[config.mk]
export PLATFORM = sky130hd
export DESIGN_NAME = adc_sample_averager
export DESIGN_NICKNAME = d
export VERILOG_FILES = /design/src/rtl/adc_sample_averager.sv
export SDC_FILE = /design/constraint.sdc
export NUM_CORES = 1
export LEC_CHECK = 0
export BUFFER_PORTS_ARGS = -buffer_cell sky130_fd_sc_hd__buf_2
export CORE_ASPECT_RATIO = 1.2
export CORE_MARGIN = 4
export CORE_UTILIZATION = 63
export CTS_CLUSTER_SIZE = 12
export DETAILED_ROUTE_END_ITERATION = 10
export GPL_ROUTABILITY_DRIVEN = 0
export PLACE_DENSITY = 0.85
export SETUP_SLACK_MARGIN = 0.2
export SLEW_MARGIN = 20
export SYNTH_ARGS = -nofsm -noshare
export SYNTH_HDL_FRONTEND = slang
export SYNTH_SLANG_ARGS = --single-unit
[constraint.sdc]
create_clock -name clk -period 4.6 [get_ports clk]
set_input_delay 0.69 -clock clk [delete_from_list [all_inputs] [get_ports clk]]
set_output_delay 0.69 -clock clk [all_outputs]
set_load 0.02 [all_outputs]
[src/rtl/adc_sample_averager.sv]
// Periodically triggers an ADC conversion, reads the result over DRP and emits
// the truncated mean of every 2^AVG_LOG2 samples; a sticky flag records lost handshakes.
module adc_sample_averager #(
  parameter int unsigned SAMPLE_PERIOD = 1000,
  parameter int unsigned AVG_LOG2      = 4,
  parameter logic [6:0]  DRP_ADDR      = 7'h13,
  parameter int unsigned TIMEOUT       = 255
) (
  input  logic        clk,
  input  logic        reset,
  output logic        convst,
  input  logic        eoc,
  output logic        den,
  output logic [6:0]  daddr,
  input  logic        drdy,
  input  logic [15:0] drp_do,
  output logic [15:0] adc_data,
  output logic        adc_valid,
  output logic        timeout_err
);

  localparam int unsigned DATA_W  = 16;
  localparam int unsigned ACC_W   = DATA_W + AVG_LOG2;
  localparam int unsigned CNT_W   = AVG_LOG2 + 1;
  localparam int unsigned TIMER_W = (SAMPLE_PERIOD > 1) ? $clog2(SAMPLE_PERIOD) : 1;
  localparam int unsigned WAIT_W  = (TIMEOUT > 1) ? $clog2(TIMEOUT + 1) : 1;

  localparam logic [TIMER_W-1:0] TIMER_LAST = TIMER_W'(SAMPLE_PERIOD - 1);
  localparam logic [CNT_W-1:0]   CNT_LAST   = CNT_W'((1 << AVG_LOG2) - 1);
  localparam logic [WAIT_W-1:0]  WAIT_LAST  = WAIT_W'(TIMEOUT - 1);

  typedef enum logic [2:0] {
    IDLE     = 3'd0,
    CONV     = 3'd1,
    READ     = 3'd2,
    WAIT_RDY = 3'd3,
    ACCUM    = 3'd4
  } state_t;

  state_t              state;
  logic [TIMER_W-1:0]  timer;
  logic                tick;
  logic [WAIT_W-1:0]   wait_cnt;
  logic [DATA_W-1:0]   sample;
  logic [ACC_W-1:0]    acc;
  logic [CNT_W-1:0]    cnt;
  logic [ACC_W-1:0]    sum_c;

  assign daddr = DRP_ADDR;

  // Accumulator is wide enough for 2^AVG_LOG2 full-scale samples, so no wrap.
  assign sum_c = acc + ACC_W'(sample);

  // Free-running sample timer; tick is high on the cycle the timer reads 0 after a wrap.
  always_ff @(posedge clk or posedge reset) begin
    if (reset) begin
      timer <= '0;
      tick  <= 1'b0;
    end else begin
      tick  <= (timer == TIMER_LAST);
      timer <= (timer == TIMER_LAST) ? '0 : timer + TIMER_W'(1);
    end
  end

  // Conversion / DRP read / accumulate sequencer with registered outputs.
  always_ff @(posedge clk or posedge reset) begin
    if (reset) begin
      state       <= IDLE;
      wait_cnt    <= '0;
      sample      <= '0;
      acc         <= '0;
      cnt         <= '0;
      adc_data    <= '0;
      adc_valid   <= 1'b0;
      convst      <= 1'b0;
      den         <= 1'b0;
      timeout_err <= 1'b0;
    end else begin
      convst    <= 1'b0;
      den       <= 1'b0;
      adc_valid <= 1'b0;

      case (state)
        IDLE: begin
          if (tick) begin
            state    <= CONV;
            convst   <= 1'b1;
            wait_cnt <= '0;
          end
        end

        // eoc is honoured from the very first CONV cycle, alongside convst.
        CONV: begin
          if (eoc) begin
            state <= READ;
            den   <= 1'b1;
          end else if (wait_cnt == WAIT_LAST) begin
            state       <= IDLE;
            timeout_err <= 1'b1;
          end else begin
            wait_cnt <= wait_cnt + WAIT_W'(1);
          end
        end

        READ: begin
          state    <= WAIT_RDY;
          wait_cnt <= '0;
        end

        WAIT_RDY: begin
          if (drdy) begin
            sample <= drp_do;
            state  <= ACCUM;
          end else if (wait_cnt == WAIT_LAST) begin
            state       <= IDLE;
            timeout_err <= 1'b1;
          end else begin
            wait_cnt <= wait_cnt + WAIT_W'(1);
          end
        end

        // Last sample of the block publishes the mean and restarts the block.
        ACCUM: begin
          state <= IDLE;
          if (cnt == CNT_LAST) begin
            adc_data  <= DATA_W'(sum_c >> AVG_LOG2);
            adc_valid <= 1'b1;
            acc       <= '0;
            cnt       <= '0;
          end else begin
            acc <= sum_c;
            cnt <= cnt + CNT_W'(1);
          end
        end

        default: state <= IDLE;
      endcase
    end
  end

endmodule

### After elaboration in Yosys (flattened, before gate mapping)

Index checks and enable logic that the tools add are counted.

* output and inout port bits: 27
* bits of input ports: 20
* register bits after elaboration: 83

* multiplexer cells: 23
* reductions and logical operators: 7
* add/sub/neg operators: 4
* eq/ne operators: 10

Operator list (number)
* 8-bit 2-to-1 mux: 4
* 8-bit one-hot mux with 4 select lines: 1
* 20-bit by 16-bit adder with 20-bit output: 1
* 20-bit 2-to-1 mux: 1
* 3-bit 2-to-1 mux: 4
* 3-bit one-hot mux with 4 select lines: 1
* 10-bit by 1-bit adder with 10-bit output, second input constant: 1
* 10-bit equality test, second input constant: 1
* 10-bit 2-to-1 mux: 1
* 1-bit 2-to-1 mux: 9
* 8-bit by 1-bit adder with 8-bit output, second input constant: 1
* 8-bit equality test, second input constant: 1
* 3-bit by 2-bit equality test with 1-bit output, second input constant: 2
* 2-bit inequality test, second input constant: 3
* 5-bit by 1-bit adder with 5-bit output, second input constant: 1
* 5-bit by 4-bit equality test with 1-bit output, second input constant: 1
* 5-bit 2-to-1 mux: 1
* 2-bit AND reduction: 2
* 4-bit AND reduction: 1
* 4-bit nonzero test: 1
* 3-bit by 1-bit equality test with 1-bit output, second input constant: 1
* 3-bit equality test, second input constant: 1
* 3-bit logical NOT: 1
* 3-bit AND reduction: 1
* 2 further kinds: 2

### Depth between registers and ports, before layout

* word-level depth: 4
* depth in mapped cells: 9
* gate-level depth less buffers: 8

### Least setup slack after synthesis

OpenSTA, ideal clock, no wires.

* kind: register -> register
* from: register sample[0]
* to: register acc[12]
* clock period less this slack: 2.258 ns
* slack: 2.342 ns
* data arrival time: 2.127 ns
* library setup time: 0.131 ns
* stages on the path, launching flop included: 9
* path buffers: 0
* cells stage by stage: dfrtp_1 ha_1 fa_1 a21o_1 a221oi_2 o31a_2 o211a_1 xor2_1 o21ai_0

* cells in the longest elaborated chain, start to end: 2

RTL lines
* from (decl): RTL line 44 `logic [DATA_W-1:0] sample;`
* from (signal assigned): RTL line 112 `sample <= drp_do;`
* 20-bit by 16-bit adder with 20-bit output: RTL line 52 `assign sum_c = acc + ACC_W'(sample);`
* 20-bit 2-to-1 mux: RTL line 125 `if (cnt == CNT_LAST) begin`
* to (signal assigned): RTL line 131 `acc <= sum_c;`
* to (decl): RTL line 45 `logic [ACC_W-1:0] acc;`

No other way between the ends.
A chain may end at the register's enable or synchronous reset.

### Worst setup path after layout

* from: register cnt[0]
* to: register adc_data[15]

* cells in the longest elaborated chain, start to end: 2

RTL lines
* from (decl): RTL line 46 `logic [CNT_W-1:0] cnt;`
* from (signal assigned): RTL line 132 `cnt <= cnt + CNT_W'(1);`
* 5-bit by 4-bit equality test with 1-bit output: RTL line 125
* 2-bit AND reduction (no source line)
* to (signal assigned): RTL line 126 `adc_data <= DATA_W'(sum_c >> AVG_LOG2);`
* to (decl): RTL line 17 `output logic [15:0] adc_data,`

No other way between the ends.

==> reports/results.ini <==
[logic_synthesis]
synth_top_flop_cell=dfrtp_1
async_reset_ff_share_pct=100
synth_compound_area_share_pct=17.9
synthTopCellsByCount=dfrtp_1, nand2_1, o21ai_0
ys_types=62
synth_cells=433
synth-edff-count=0
yosysSeqAreaShare_pct=47.3
yosysMostFrequentCell=dfrtp_1
synth_area_leader_cell=dfrtp_1
ys_top_cells_by_area=dfrtp_1, ha_1, nand2_1, mux2_2, o21ai_0
synth-simple-area-share_pct=14.8
synth-xor-area-share_pct=4.99
ys_ff_latch=83
synth_top_family_by_area=compound AO/OA/AOI/OAI gates
synth_area_sq_mm=0.00439
synth_top_cell_area_share_pct=47.3
yosysWarnings=0
syn_area_per_cell_sq_um=10.1
synthMuxAreaShare_pct=4.68
synthAdderAreaFrac_pct=6.16

[power]
power_frac_seq_pct=34.8
leakage_nw=2.31
power_switching_mw=1.23
power_frac_comb_pct=45.5
p_int_mw=1.77
clkPwrFrac_pct=19.7
power_switching_share_pct=41.0
p_total_mw=3.00
powerDensity_mw_per_mm2=623
ir_drop_v=0.000292

[final_layout]
antenna_cells=0
register_area_sq_mm=0.00208
nets=506
final_layout_size_suffix_gt1_share_pct=18.1
fill_cells=544
multi_input_area_sq_mm=0.00216
syn_to_final_growth_pct=9.75

[placed_design]
post-dp-hpwl_microns=6440
port_buffers=39
preCtsSetupSlack_ns=1.98

[clock_network]
cts_tree=yes
clockBufferDepth=2
ctsResizeCount=0
postCtsSetupBuffers=0
ctsHoldBuffers=0
cts.htree.levels=3
clk_pin_slew_worst_paths_ns=0.10
cts_inserted_buffers=9
clkLatencyLatePin_ns=0.37
clockRootBuffer=clkbuf_8
cts_sinks=83

[detailed_routing]
first_pass_iters=4
via_count=3334
drc_errors=0
routed_via_density=5.99
wl_microns=9200
post_drt_wl_per_cell_microns=16.5
postRouteAntennaNets=0
drtIter0Drc=240

[critical_path]
crit_path_top_delay_cell=nand2_1
r2r-start=cnt[0]
worstRegToRegCells=8
worstPathArrival_ns=2.93
max_stage_delay_ns=0.69
endpoint=adc_data[15]
rrSetupSlack_ns=1.89
cpLargestDelayFamily=simple AND/OR/NAND/NOR gates
r2r-end=adc_data[15]
crit_type=flop to flop
critPathRequiredTime_ns=4.82
end_kind=flop
crit_buf_inv=1
start_kind=flop
worstPathMaxFanout=32
worstSetupPathDepth=8
crit_chain=ha_1 -> nand3_1 -> nor2_1 -> nand2_1 -> inv_1 -> o211a_1 -> mux2i_1 -> o311ai_0
crit_start=cnt[0]

[timing]
worst_clock_skew_ns=0.0187
slew_violations=0
timing.setup.tns_ns=0
min_period_ns=2.71
setup_ws_ns=1.89
period_share_pct=58.9
finalSetupViolCount=0
fmax_ghz=0.369
slew_headroom_pct=34.5
final_hold_viol_count=0
rsz0062_at_grt=false
worstMarginPinSlew_ns=0.980

[global_route]
grt.total_usage_pct=23.5
antenna_found_initial=0
met3_usage_pct=3.56
grt.busiest_layer=met2
grt_pass1_wl_microns=15900
grt_pass1_vias=3483
grt_use_met2_pct=36.7
overflow=0
met1_usage_pct=30.3
grt_max_degree=44

[floorplan]
chipWidth_microns=84.2
core-area_sq_mm=0.00681
initial_core_util_pct=64.4
dieHeight_microns=99.4
rows=33
dieArea_sq_mm=0.00837
io_pins=47

[outcome]
status=finished, final reports clean

[run]
maxCapViolCount=0

[hold_path]
worst_hold_path_type=input pin to asynchronous set/reset pin

==> stage by stage <==
stage,instances,hold slack [ns],instance area [sq um],util (%)
floorplan,438,0.443,4410,-
global placement,541,0.452,4590,67.4
detailed placement,541,0.461,4590,67.4
CTS,557,0.412,4820,70.7
global route,557,0.453,4820,70.7
finish,557,0.392,4820,70.7
==> flip-flops by register name (all words and copies together), names as in the netlist, 3 cells and up <==
signal    flops
sample       16
timer        10
acc          20
state         3
wait_cnt      8
cnt           5
adc_data     16
==> how the worst min path moves through the flow <==
stage,to,depth (start not counted)
3_5_place_dp,timeout_err,1
3_3_place_gp,acc[0],2
2_1_floorplan,acc[0],2
6_report,state[0],2
4_1_cts,state[0],2
5_1_grt,state[0],2
==> cell usage in the layout (no fill, tap or decap), types with 2 or more instances in the layout <==
master      netlist  routed
clkinv_2          0       2
clkinvlp_4        0       2
mux2_2           16      16
nand2_1          59      59
a31oi_1           5       5
nor2b_1           3       3
or3_1             4       4
ha_1             20      20
o211a_1           3       3
o21a_1            2       2
bufinv_16         0       2
a211oi_1          2       2
xor2_1           18      18
nor2_1           19      19
o21bai_1          2       2
o21ai_0          32      32
and4_1            2       2
dfrtp_1          83      83
nand2b_1          4       4
and3_1            7       7
nand4_1           8       8
conb_1            2       7
buf_2             4      39
nand3_1          14      14
a21o_1            8       8
o2111ai_1         2       2
o31ai_1          10      10
a211o_1           2       2
or2_2             2       2
o41ai_1           2       2
and2_1            5       5
xnor2_1           7       7
inv_1            12      11
clkbuf_8          0      10
nor3_1            3       3
a21oi_1          25      25
==> power groups by stage <==
stage / registers, mW / logic, mW / clock network (mW)
3_3_place_gp: 1.04 / 1.28 / 0
5_1_grt: 1.07 / 1.51 / 0.631
2_1_floorplan: 0.998 / 1.11 / 0
4_1_cts: 1.04 / 1.35 / 0.598
6_report: 1.04 / 1.36 / 0.591
3_5_place_dp: 1.06 / 1.33 / 0
==> per-layer routing <==
metal | routed length [microns] | vias up
met5 | 0 | -
met1 | 4120 | 1617
met4 | 277 | 0
met3 | 353 | 27
li1 | - | 1600
met2 | 4450 | 90
==> cell type report <==
class / count / area share [%]
clock buffer: 10 / 2.86
clock inverter: 6 / 1.84
inverter: 12 / 0.961
multi-input combinational: 319 / 44.8
sequential: 83 / 43.1
tap: 87 / 2.26
timing repair buffer: 40 / 4.21
==> cells by family after synthesis <==
logic type      count (synthesis)
flops                          83
xor+xnor                       25
fa+ha+maj                      21
other cells                     2
mux                            18
simple gates                  135
buf+inv                        36
compound gates                113
Note: power is estimated with default switching activity, not from simulation.
